File: config.mk
export PLATFORM = sky130hd
export DESIGN_NAME = pic_fetch_decode
export DESIGN_NICKNAME = d
export VERILOG_FILES = /design/src/rtl/pic_pkg.sv /design/src/rtl/pic_return_stack.sv /design/src/rtl/pic_fetch_decode.sv
export SDC_FILE = /design/constraint.sdc
export NUM_CORES = 1
export LEC_CHECK = 0
export ABC_AREA = 0
export CORE_ASPECT_RATIO = 1.2
export CORE_MARGIN = 2
export CORE_UTILIZATION = 62
export DETAILED_ROUTE_END_ITERATION = 7
export PLACE_DENSITY = 0.91
export SETUP_SLACK_MARGIN = 0.02
export SKIP_CTS_REPAIR_TIMING = 1
export SLEW_MARGIN = 40
export SYNTH_ARGS = -nofsm -noshare
export SYNTH_HDL_FRONTEND = slang
export SYNTH_HIERARCHICAL = 1
export SYNTH_SLANG_ARGS = --single-unit
File: constraint.sdc
create_clock -name clock -period 6.5 [get_ports clock]
set_clock_uncertainty 0.15 [all_clocks]
set_input_delay 0.65 -clock clock [delete_from_list [all_inputs] [get_ports clock]]
set_output_delay 0.65 -clock clock [all_outputs]
set_load 0.03 [all_outputs]
File: src/rtl/pic_pkg.sv
// pic_pkg: shared opcode numbering, Q-phase encoding and instruction decoder for the PIC16F84 fetch/decode unit
package pic_pkg;
  localparam int PC_W_DEFAULT = 10;
  localparam logic [13:0] INSTR_NOP = 14'h0000;
  typedef enum logic [1:0] {Q1, Q2, Q3, Q4} qphase_e;
  localparam logic [4:0] OP_NOP = 5'd0, OP_GOTO = 5'd1, OP_CALL = 5'd2, OP_RETURN = 5'd3;
  localparam logic [4:0] OP_BCF = 5'd4, OP_BSF = 5'd5, OP_BTFSC = 5'd6, OP_MOVLW = 5'd7;
  localparam logic [4:0] OP_RETLW = 5'd8, OP_SUBLW = 5'd9, OP_ADDLW = 5'd10, OP_SUBWF = 5'd11;
  localparam logic [4:0] OP_DECF = 5'd12, OP_IORWF = 5'd13, OP_ANDWF = 5'd14, OP_XORWF = 5'd15;
  localparam logic [4:0] OP_ADDWF = 5'd16, OP_MOVF = 5'd17, OP_COMF = 5'd18, OP_INCF = 5'd19;
  localparam logic [4:0] OP_DECFSZ = 5'd20, OP_RRF = 5'd21, OP_RLF = 5'd22, OP_SWAPF = 5'd23;
  localparam logic [4:0] OP_INCFSZ = 5'd24, OP_IORLW = 5'd25, OP_ANDLW = 5'd26, OP_XORLW = 5'd27;
  localparam logic [4:0] OP_BTFSS = 5'd28, OP_CLRW = 5'd29, OP_MOVWF = 5'd30, OP_CLRF = 5'd31;
  typedef struct packed {
    logic [4:0] op;
    logic       ill;
  } dec_t;
  function automatic dec_t decode(input logic [13:0] i);
    dec_t d;
    d.op = OP_NOP;
    d.ill = 1'b0;
    case (i[13:12])
      2'b00: begin
        // byte ops 2..15 map linearly onto 11..24
        if (i[11:9] != 3'b000) d.op = 5'(i[11:8]) + 5'd9;
        else if (i[8]) d.op = i[7] ? OP_CLRF : OP_CLRW;
        else if (i[7]) d.op = OP_MOVWF;
        else if (i[6:1] == 6'b000100) d.op = OP_RETURN;
        else d.ill = !(i[4:0] == 5'd0 || i[6:0] == 7'h63 || i[6:0] == 7'h64);
      end
      2'b01: d.op = i[11] ? (i[10] ? OP_BTFSS : OP_BTFSC) : (i[10] ? OP_BSF : OP_BCF);
      2'b10: d.op = i[11] ? OP_GOTO : OP_CALL;
      default: begin
        d.ill = i[11:8] == 4'b1011;
        d.op = !i[11] ? (i[10] ? OP_RETLW : OP_MOVLW) :
               i[10] ? (i[9] ? OP_ADDLW : OP_SUBLW) :
               d.ill ? OP_NOP : i[9] ? OP_XORLW : i[8] ? OP_ANDLW : OP_IORLW;
      end
    endcase
    return d;
  endfunction
endpackage

File: src/rtl/pic_return_stack.sv
// pic_return_stack: circular hardware return stack; ports clock, reset_n, push_i, pop_i, data_i -> data_o (top entry), stack_err_o when PIC_STACK_ERR_EN
module pic_return_stack #(
  parameter int W = 10,
  parameter int DEPTH = 8
) (
  input  logic         clock,
  input  logic         reset_n,
  input  logic         push_i,
  input  logic         pop_i,
  input  logic [W-1:0] data_i,
  output logic [W-1:0] data_o
`ifdef PIC_STACK_ERR_EN
  , output logic       stack_err_o
`endif
);
  localparam int AW = $clog2(DEPTH);
  logic [W-1:0] mem_q [DEPTH];
  logic [AW-1:0] sp_q, top;
  assign top = sp_q - 1'b1;
  assign data_o = mem_q[top];
  always_ff @(posedge clock or negedge reset_n)
    if (!reset_n) sp_q <= '0;
    else sp_q <= push_i ? sp_q + 1'b1 : pop_i ? top : sp_q;
  always_ff @(posedge clock)
    if (push_i) mem_q[sp_q] <= data_i;
`ifdef PIC_STACK_ERR_EN
  localparam logic [AW:0] FULL = (AW+1)'(DEPTH);
  logic [AW:0] live_q;
  logic err_q;
  always_ff @(posedge clock or negedge reset_n)
    if (!reset_n) begin
      live_q <= '0;
      err_q <= 1'b0;
    end else begin
      live_q <= push_i ? (live_q == FULL ? live_q : live_q + 1'b1) :
                pop_i ? (live_q == '0 ? live_q : live_q - 1'b1) : live_q;
      err_q <= err_q || (push_i && live_q == FULL) || (pop_i && live_q == '0);
    end
  assign stack_err_o = err_q;
`endif
endmodule

File: src/rtl/pic_fetch_decode.sv
// pic_fetch_decode: PIC16F84 fetch/decode/sequencer; owns PC, Q1-Q4 phase and return stack
// Ports: clock, reset_n (async active-low), prog_data, skip_cond -> prog_addr, opcode, operand,
// alu_en, q_phase, illegal, plus sticky stack_err when PIC_STACK_ERR_EN is defined.
module pic_fetch_decode
  import pic_pkg::*;
#(
  parameter int PC_W = PC_W_DEFAULT,
  parameter int STACK_DEPTH = 8,
  parameter logic [PC_W-1:0] RESET_VECTOR = '0
) (
  input  logic            clock,
  input  logic            reset_n,
  input  logic [13:0]     prog_data,
  input  logic            skip_cond,
  output logic [PC_W-1:0] prog_addr,
  output logic [4:0]      opcode,
  output logic [9:0]      operand,
  output logic            alu_en,
  output logic [1:0]      q_phase,
  output logic            illegal
`ifdef PIC_STACK_ERR_EN
  , output logic          stack_err
`endif
);
  qphase_e q_q;
  logic [PC_W-1:0] pc_q, pc_d, pop_data;
  logic [4:0] op_q, op_d;
  logic [9:0] opnd_q, opnd_d;
  logic ill_q, ill_d, q4, is_jump, is_ret, skip, flush;
  dec_t dec;
  // the executing instruction decides whether the word fetched alongside it is discarded
  always_comb begin
    dec = decode(prog_data);
    q4 = q_q == Q4;
    is_jump = op_q == OP_GOTO || op_q == OP_CALL;
    is_ret = op_q == OP_RETURN || op_q == OP_RETLW;
    skip = skip_cond && (op_q == OP_DECFSZ || op_q == OP_INCFSZ || op_q == OP_BTFSC || op_q == OP_BTFSS);
    flush = is_jump || is_ret || skip;
    pc_d = is_jump ? PC_W'(opnd_q) : is_ret ? pop_data : pc_q + 1'b1;
    op_d = flush ? OP_NOP : dec.op;
    opnd_d = flush ? '0 : prog_data[9:0];
    ill_d = !flush && dec.ill;
  end
  always_ff @(posedge clock or negedge reset_n)
    if (!reset_n) begin
      q_q <= Q1;
      pc_q <= RESET_VECTOR;
      op_q <= OP_NOP;
      opnd_q <= INSTR_NOP[9:0];
      ill_q <= 1'b0;
    end else begin
      q_q <= qphase_e'(q_q + 2'd1);
      if (q4) begin
        pc_q <= pc_d;
        op_q <= op_d;
        opnd_q <= opnd_d;
        ill_q <= ill_d;
      end
    end
  pic_return_stack #(.W(PC_W), .DEPTH(STACK_DEPTH)) u_stack (
    .clock(clock),
    .reset_n(reset_n),
    .push_i(q4 && op_q == OP_CALL),
    .pop_i(q4 && is_ret),
    .data_i(pc_q),
    .data_o(pop_data)
`ifdef PIC_STACK_ERR_EN
    , .stack_err_o(stack_err)
`endif
  );
  assign prog_addr = pc_q;
  assign opcode = op_q;
  assign operand = opnd_q;
  assign illegal = ill_q;
  assign q_phase = q_q;
  assign alu_en = q_q == Q3 && ((op_q >= OP_MOVLW && op_q <= OP_XORLW) || op_q == OP_CLRW || op_q == OP_MOVWF);
endmodule

==> results of run 1 <==
[stage by stage]
step                      instances  hold slack, ns  util, %  power, uW  setup slack [ns]
after floorplan                 431           0.204        -       2040              3.29
after global placement          572           0.304     68.8       2360              2.98
after detailed placement        572           0.310     68.9       2400              3.03
after CTS                       588           0.325     71.5       2830              2.95
after global routing            588           0.352     71.7       2980              2.98
final                           588           0.321     71.7       2840              3.22
[cell families (layout without fill, tap and decap cells)]
| group | count (synthesis) | count (layout) |
|---|---|---|
| AOI/OAI and AO/OA | 76 | 76 |
| adders and majority gates | 8 | 8 |
| buffers and inverters | 41 | 81 |
| and+or+nand+nor | 137 | 137 |
| DFF | 111 | 111 |
| xor gates and xnor gates | 13 | 13 |
| muxes | 45 | 45 |
[synthesized netlist by cell type (2+ instances only)]
library cell / number / area, um^2
o21ai_1: 4 / 20.0
a31oi_1: 7 / 43.8
nor4_1: 2 / 12.5
nor3_1: 4 / 20.0
a22o_2: 3 / 30.0
and4_1: 11 / 96.3
nand2_1: 28 / 105
xnor2_1: 6 / 52.6
buf_2: 8 / 40.0
o22ai_1: 4 / 25.0
o21bai_1: 2 / 15.0
and3_1: 2 / 12.5
o22a_1: 2 / 17.5
o21a_1: 3 / 22.5
o211ai_1: 4 / 30.0
nand3_1: 46 / 230
nor2b_1: 3 / 18.8
buf_4: 6 / 45.0
a21oi_1: 5 / 25.0
inv_1: 14 / 52.6
ha_1: 8 / 100
a22o_1: 9 / 78.8
a2bb2oi_1: 2 / 17.5
a32o_1: 2 / 20.0
clkbuf_1: 7 / 26.3
and2_1: 2 / 12.5
buf_6: 5 / 56.3
or4_1: 2 / 15.0
a211oi_1: 4 / 30.0
xor2_1: 6 / 52.6
dfrtp_1: 31 / 776
edfxtp_1: 80 / 2400
a221o_1: 2 / 20.0
o21ai_0: 11 / 55.1
nor2_1: 27 / 101
o21ai_2: 3 / 26.3
mux2i_1: 44 / 440
nand4_1: 4 / 25.0
[power by group through the flow]
stage	sequential, uW	combinational [uW]	clock [uW]
floorplan	1200	841	0
global placement	1120	1240	0
detailed placement	1130	1270	0
CTS	1110	1290	421
global route	1140	1400	447
finish	1120	1300	419
[registers in the layout (all words and copies together), names as in the netlist]
register,count
illegal,1
prog_addr,10
u_stack/sp_q,3
q_phase,2
opcode,5
operand,10
u_stack/mem_q,80
[final cells by class]
class	count	area [um^2]	share of cell area, %
inverter	14	52.6	0.866
clock inverter	4	47.5	0.783
clock buffer	12	166	2.74
tap	117	146	2.41
sequential	111	3180	52.3
multi-input combinational	279	1980	32.7
timing repair buffer	51	495	8.16
[routing by layer]
metal | global-route usage [%] | up-vias
met5 | 0 | -
met4 | 8.77 | 0
met3 | 5.12 | 26
met2 | 40.6 | 158
met1 | 32.1 | 1847
li1 | - | 1699
[how the worst min path moves through the flow]
stage                             to  slack, ns
after detailed placement  q_phase[0]       0.31
after global placement    q_phase[0]       0.30
final                     q_phase[0]       0.32
after floorplan              illegal       0.20
after CTS                 q_phase[0]       0.33
after global routing      q_phase[0]       0.35
[worst register-to-register path, delay by kind of cell, from the launching register on]
kind                     cells  cell delay, ns
flip-flops                   1            0.34
multiplexers                 1            0.35
adder cells (fa/ha/maj)      1            0.86
AND/OR/NAND/NOR              3            0.46
AO/OA/AOI/OAI                2            0.36
buffers and inverters        2            0.64
==> results.toml, run 1 <==
[synth]
synth_compound_area_share_pct = 10.7
synth_area_um2 = 5370
yosys.area_share.adder_pct = 1.87
synthMuxAreaShare_pct = 8.42
syn-num-nets = 456
yosys.area_share.simple_pct = 13.1
synthCells = 431
synth_flop_cell = "edfxtp_1"
synthXorXnorAreaFrac_pct = 2.26
postSynthAreaPerCell_um2 = 12.4
yosysSeqAreaShare_pct = 59.2
yosysUniqueCellTypes = 56
synth_top_family_by_area = "simple AND/OR/NAND/NOR gates"
synth_edf_count = 80
yosysWarnings = 6
async_flop_share_pct = 27.9
ys_seq_elements = 111

[sta]
rsz0062_at_grt = "false"
fin_crit_sh_pct = 50.5
drv_slew = 0
hold_viol_final = 0
tightest_slew_ns = 0.843
setup-violations-final = 0
relSlewSlack_pct = 43.6
period_minus_slack_ns = 3.28
fin_tns_setup_ns = 0
fmax_mhz = 305

[cells_and_area]
drive_gt1_share_pct = 8.70
layout_commonest_cell = "edfxtp_1"
antennaDiodeCount = 0
syn2layout_area_growth_pct = 13.2
fill_cells = 563
layout_common_cells = "edfxtp_1 (80), nand3_1 (46), clkdlybuf4s50_1 (45), mux2i_1 (44), dfrtp_1 (31)"
fin_nets = 491
fin_area_um2 = 6070

[clock_network]
clk_pin_slew_ns = 0.11
clock-sinks = 111
cts.htree.levels = 3
clockRootBuffer = "clkbuf_8"
clk_latency_ns = 0.37
cts_tree = "yes"
cts_buffers = 9
clockBufferDepth = 2

[power_and_ir_drop]
internal_power_uw = 1650
power_density_nw_per_um2 = 467
p_leak_uw = 0.00221
power.share.switching_pct = 42.0
seq_power_share_pct = 39.3
ir_drop_uv = 269
p_switching_uw = 1190
power_frac_clock_pct = 14.8
pwr-share-comb_pct = 45.9

[setup_path]
worstPathArrival_ns = 3.38
cp_cell_sequence = "buf_4, inv_1, ha_4, mux2i_1, nand3_1, and4_1, nor2_1, a211oi_1, a221o_1"
cpPeakStageDelay_ns = 0.86
critPathRequiredTime_ns = 6.60
rr_startpoint = "u_stack/sp_q[0]"
critical_path_cell_count = 9
start_kind = "flip-flop"
timing.rr.end = "prog_addr[7]"
path_max_fanout = 42
crit_path_end_kind = "flip-flop"
crit_path_start = "u_stack/sp_q[0]"
reg2reg_depth = 9
crit_path_end = "prog_addr[7]"
slowest_stage = "ha_4"
crit_family = "adder cells"
worst-path-buf-inv = 2
crit_type = "flip-flop to flip-flop"
r2r_setup_slack_ns = 3.22

[place]
io_buffers = 45
dpl.hpwl_mm = 7.63
gp_congestion = 0.850
place_area_um2 = 5840

[drt]
routed.top_layer = "met4"
dr_wl_met3_um = 627
met1Wirelength_mm = 4.40
routedWlPerCell_um = 19.0
viasPerCell = 6.34
wl_met2_mm = 5.86
drt-pass1-iter-count = 5
first_iter_violations = 253
drtAntennaViolNets = 0
post-route-drc-count = 0
wl_mm = 11.2
vias = 3730

[min_path]
min_from = "q_phase[0]"
min_path_type = "flip-flop to flip-flop"
hold_depth = 1

[global_routing]
grt_pass1_wl_mm = 17.5
first_global_vias = 3517
antenna_found_initial = 0
grt.overflow.total = 0
grt_max_degree = 43
grtUsageTotal_pct = 24.6

[die]
initial_core_util_pct = 63.3
num_io_pins = 46
die-area_um2 = 9420
core-area_um2 = 8470
num_rows = 37
die_h_um = 106
die_w_um = 88.9

[flow_run]
cap_viol_max_count = 0

[run_status]
status = "completed"
No activity file was read; power rests on OpenSTA's default activity.
==> run 2, diff against run 1 <==
Settings changed: CORE_UTILIZATION 62 to 52, PLACE_DENSITY 0.91 to 0.82.
Clock period 6.5 ns to 2.7 ns, I/O delays scaled along.
==> run 2 against run 1 <==
Combinational power rose to 2.5 times the previous value. Total power rose to 2.5 times the previous value. Flip-flop and latch count unchanged. Critical endpoint is now prog_addr[0].
==> results.toml, run 2 (same netlist as run 1, synthesis figures left out) <==
[flow_run]
cap_viol_max_count = 0

[global_routing]
antenna_found_initial = 0
grt.overflow.total = 0
grtUsageTotal_pct = 21.9
grt_pass1_wl_mm = 18.7
grt_max_degree = 32
first_global_vias = 3602

[drt]
drt-pass1-iter-count = 5
wl_mm = 11.8
routedWlPerCell_um = 19.2
drtAntennaViolNets = 0
first_iter_violations = 216
vias = 3703
viasPerCell = 6.03
post-route-drc-count = 0

[setup_path]
r2r_setup_slack_ns = 0.18
crit_path_end_kind = "flip-flop"
crit_path_end = "prog_addr[0]"
worstPathArrival_ns = 2.60
critPathRequiredTime_ns = 2.77
reg2reg_depth = 10
start_kind = "flip-flop"
crit_type = "flip-flop to flip-flop"
timing.rr.end = "prog_addr[0]"
crit_path_start = "u_stack/sp_q[1]"
rr_startpoint = "u_stack/sp_q[1]"
path_max_fanout = 21

[power_and_ir_drop]
power_uw = 7100
p_leak_uw = 0.00235
ir_drop_uv = 542
power_density_nw_per_um2 = 1130

[die]
initial_core_util_pct = 53.6
die-area_um2 = 11100
core-area_um2 = 10000
die_h_um = 115
num_rows = 40
die_w_um = 96.7
num_io_pins = 46

[cells_and_area]
drive_gt1_share_pct = 11.9
largest_reg_flops = 80
fin_util_pct = 62.9
syn2layout_area_growth_pct = 17.3
layout_commonest_cell = "edfxtp_1"
top_register = "u_stack/mem_q"
antennaDiodeCount = 0
layout_common_cells = "edfxtp_1 (80), nand3_1 (46), mux2i_1 (44), clkdlybuf4s50_1 (44), dfrtp_1 (30)"
fin_nets = 509

[sta]
fmax_mhz = 397
fin_crit_sh_pct = 93.4
hold_viol_final = 0
period_minus_slack_ns = 2.52
relSlewSlack_pct = 50.8
tightest_slew_ns = 0.738
setup-violations-final = 0
fin_tns_setup_ns = 0
rsz0062_at_grt = "false"
drv_slew = 0

[place]
dpl.hpwl_mm = 7.93
io_buffers = 45
gp_congestion = 0.928

[clock_network]
clock-sinks = 111
cts_tree = "yes"
clk_pin_slew_ns = 0.07
clockRootBuffer = "clkbuf_16"
cts.htree.levels = 3
clockBufferDepth = 2
clk_latency_ns = 0.35
cts_buffers = 9

[run_status]
status = "completed"

[min_path]
min_path_type = "primary input to asynchronous set/reset pin"
## run 2: cell types whose count changed in the layout (fill, tap and decap cells not counted), sizes merged
cell | previous run | this run
clkinv | 2 | 3
dlymetal6s2s | 0 | 1
inv | 16 | 15
clkbuf | 12 | 11
clkdlybuf4s50 | 45 | 44
buf | 6 | 24
## run 2: through the flow
stage / setup slack, ns / hold WS [ns] / area (um^2) / instances
final: 0.178 / 0.173 / 6290 / 614
after global routing: 0.0952 / 0.212 / 6290 / 614
after CTS: 0.0539 / 0.180 / 6290 / 614
after detailed placement: 0.158 / 0.337 / 6030 / 599
after global placement: 0.320 / 0.306 / 6030 / 599
after floorplan: -0.0332 / -0.176 / 5400 / 431
## run 2: area by class of cell
class,count,area (um^2)
flip-flops and latches,111,3180
repair buffers,69,662
inverters,14,52.6
well taps,126,158
multi-input cells,279,1990
fillers,773,3720
clock buffers,11,233
clock inverters,4,23.8
## run 2: report_power, final
group	switching (uW)	leakage (uW)	internal [uW]
registers	431	0.00110	2210
logic	1850	0.00112	1440
clock network	547	0.000130	619
total	2830	0.00235	4270
## run 2: how the worst min path moves through the flow
stage	from	to	slack, ns	cells after the start
floorplan	reset_n	illegal	-0.18	0
global placement	q_phase[0]	q_phase[0]	0.31	1
detailed placement	q_phase[0]	q_phase[0]	0.34	1
CTS	reset_n	q_phase[0]	0.18	2
global route	reset_n	q_phase[0]	0.21	2
finish	reset_n	q_phase[0]	0.17	2
## run 2: per-layer routing
layer  track usage [%]  vias to the layer above  part of all wire, %
met5                 0                        -                    0
met4              10.3                        0                  2.9
met3              4.98                       29                  6.7
met2              36.9                      165                   49
met1              27.0                     1771                   41
li1                  -                     1738                    -
## run 2: critical path, stage by stage, from the launching register on
cell	delay (ns)
dfrtp_2	0.45
inv_1	0.10
ha_2	0.38
buf_6	0.26
mux2i_1	0.31
nand3_1	0.13
and4_1	0.19
inv_1	0.09
o211ai_1	0.11
o21ai_1	0.14
a21oi_2	0.07
==> run 3, diff against run 2 <==
Settings changed: CELL_PAD_IN_SITES_DETAIL_PLACEMENT set to 1, CELL_PAD_IN_SITES_GLOBAL_PLACEMENT set to 2, CORE_UTILIZATION 52 to 36, SETUP_SLACK_MARGIN 0.02 to unset.
==> run 3 against run 2 <==
First-iteration DRC count down 21%. Critical path type is now flip-flop to output port. Cell area up 2.4%. Via count up 2.9%. Non-clock buffer count up 5. Largest cell class unchanged.
==> results.toml, run 3 (same netlist as run 1, synthesis figures left out) <==
[clock_network]
clk_pin_slew_ns = 0.07
clockBufferDepth = 2
clk_latency_ns = 0.35
cts_tree = "yes"
cts.htree.levels = 3
cts_buffers = 9
clock-sinks = 111
clockRootBuffer = "clkbuf_16"

[setup_path]
crit_family = "buffers and inverters"
cp_cell_sequence = "inv_1, o21ai_0, o311ai_0, a21oi_1, clkdlybuf4s50_1"
worstPathArrival_ns = 2.16
start_kind = "flip-flop"
worst-path-buf-inv = 2
slowest_stage = "clkdlybuf4s50_1"
crit_type = "flip-flop to output port"
critPathRequiredTime_ns = 2.28
cpPeakStageDelay_ns = 0.69
crit_path_end_kind = "output port"
path_max_fanout = 7

[drt]
wl_met2_mm = 7.64
wl_mm = 14.4
vias = 3812
viasPerCell = 5.49
routed.top_layer = "met4"
drtAntennaViolNets = 0
dr_wl_met3_um = 604
drt-pass1-iter-count = 4
met1Wirelength_mm = 5.82
post-route-drc-count = 0
routedWlPerCell_um = 20.7
first_iter_violations = 171

[cells_and_area]
fin_area_um2 = 6450
fill_cells = 1527
top_register = "u_stack/mem_q"
layout_common_cells = "edfxtp_1 (80), nand3_1 (46), clkdlybuf4s50_1 (45), mux2i_1 (44), dfrtp_1 (30)"
syn2layout_area_growth_pct = 20.1
fin_nets = 514
antennaDiodeCount = 0
layout_commonest_cell = "edfxtp_1"
largest_reg_flops = 80
drive_gt1_share_pct = 13.2

[global_routing]
grt_max_degree = 32
grt.overflow.total = 0
antenna_found_initial = 0
first_global_vias = 4060
grt_pass1_wl_mm = 22.6
grtUsageTotal_pct = 19.0

[power_and_ir_drop]
power_uw = 7380
ir_drop_uv = 929
power_density_nw_per_um2 = 1150
p_leak_uw = 0.00237

[sta]
drv_slew = 0
fin_crit_sh_pct = 95.5
fin_tns_setup_ns = 0
period_minus_slack_ns = 2.58
setup-violations-final = 0
holdWs_ns = 0.178
rsz0062_at_grt = "false"
tightest_slew_ns = 0.573
relSlewSlack_pct = 61.6
hold_viol_final = 0
fmax_mhz = 388

[place]
io_buffers = 45
dpl.hpwl_mm = 10.1
place_area_um2 = 6150
gp_congestion = 0.846

[die]
die-area_um2 = 15900
die_h_um = 138
num_rows = 48
initial_core_util_pct = 37.1
die_w_um = 115
num_io_pins = 46
core-area_um2 = 14500

[flow_run]
cap_viol_max_count = 0

[min_path]
min_path_type = "primary input to asynchronous set/reset pin"

[run_status]
status = "completed"
## run 3: cell types whose count changed in the layout (fill, tap and decap cells not counted), sizes merged
cell           change
dlymetal6s2s       -1
clkdlybuf4s50      +1
bufinv             +1
buf                +5
inv                +1
clkbuf             -1
## run 3: path summary, 6_finish.rpt
| kind | from | to | slack, ns | depth (start not counted) |
|---|---|---|---|---|
| max reg2reg | u_stack/sp_q[1] | prog_addr[9] | 0.25 | 9 |
| min in group clock | q_phase[0] | q_phase[0] | 0.35 | 1 |
| min reg2reg | q_phase[0] | q_phase[0] | 0.35 | 1 |
| max in group asynchronous | reset_n | u_stack/sp_q[1] | 1.89 | 2 |
| min | reset_n | q_phase[1] | 0.18 | 2 |
| max | opcode[0] | alu_en | 0.12 | 5 |
## run 3: layout make-up
cell class                      instances  area (um^2)  area share (%)
Clock inverter                          6         68.8            1.07
Multi-Input combinational cell        279         1990            30.8
Timing Repair Buffer                   74          681            10.6
Tap cell                              200          250            3.88
Clock buffer                           10          229            3.55
Inverter                               14         52.6           0.815
Sequential cell                       111         3180            49.3
## run 3: through the flow
step | std cells | utilization (%) | setup slack (ns)
floorplan | 431 | - | -0.0332
global placement | 678 | 42.5 | 0.288
CTS | 694 | 44.5 | 0.0982
detailed placement | 678 | 42.5 | 0.157
finish | 694 | 44.5 | 0.121
global route | 694 | 44.5 | 0.0255
## run 3: layer usage
layer | up-vias | global-route usage [%]
met3 | 19 | 3.48
met4 | 0 | 7.30
met1 | 1945 | 22.7
li1 | 1751 | -
met5 | - | 0
met2 | 97 | 33.9
## run 3: power breakdown
group | total, uW | internal (uW) | switching (uW)
Clock | 1340 | 729 | 607
Sequential | 2670 | 2200 | 469
Combinational | 3370 | 1400 | 1970
## run 3: worst reg2reg max path, stage by stage, from the launching register on
cell and delay, ns:
dfrtp_2 0.44, inv_1 0.10, ha_2 0.37, buf_4 0.24
mux2i_1 0.24, nand3_1 0.10, and4_1 0.23, o21ai_0 0.21
a21oi_1 0.06, o22a_1 0.18
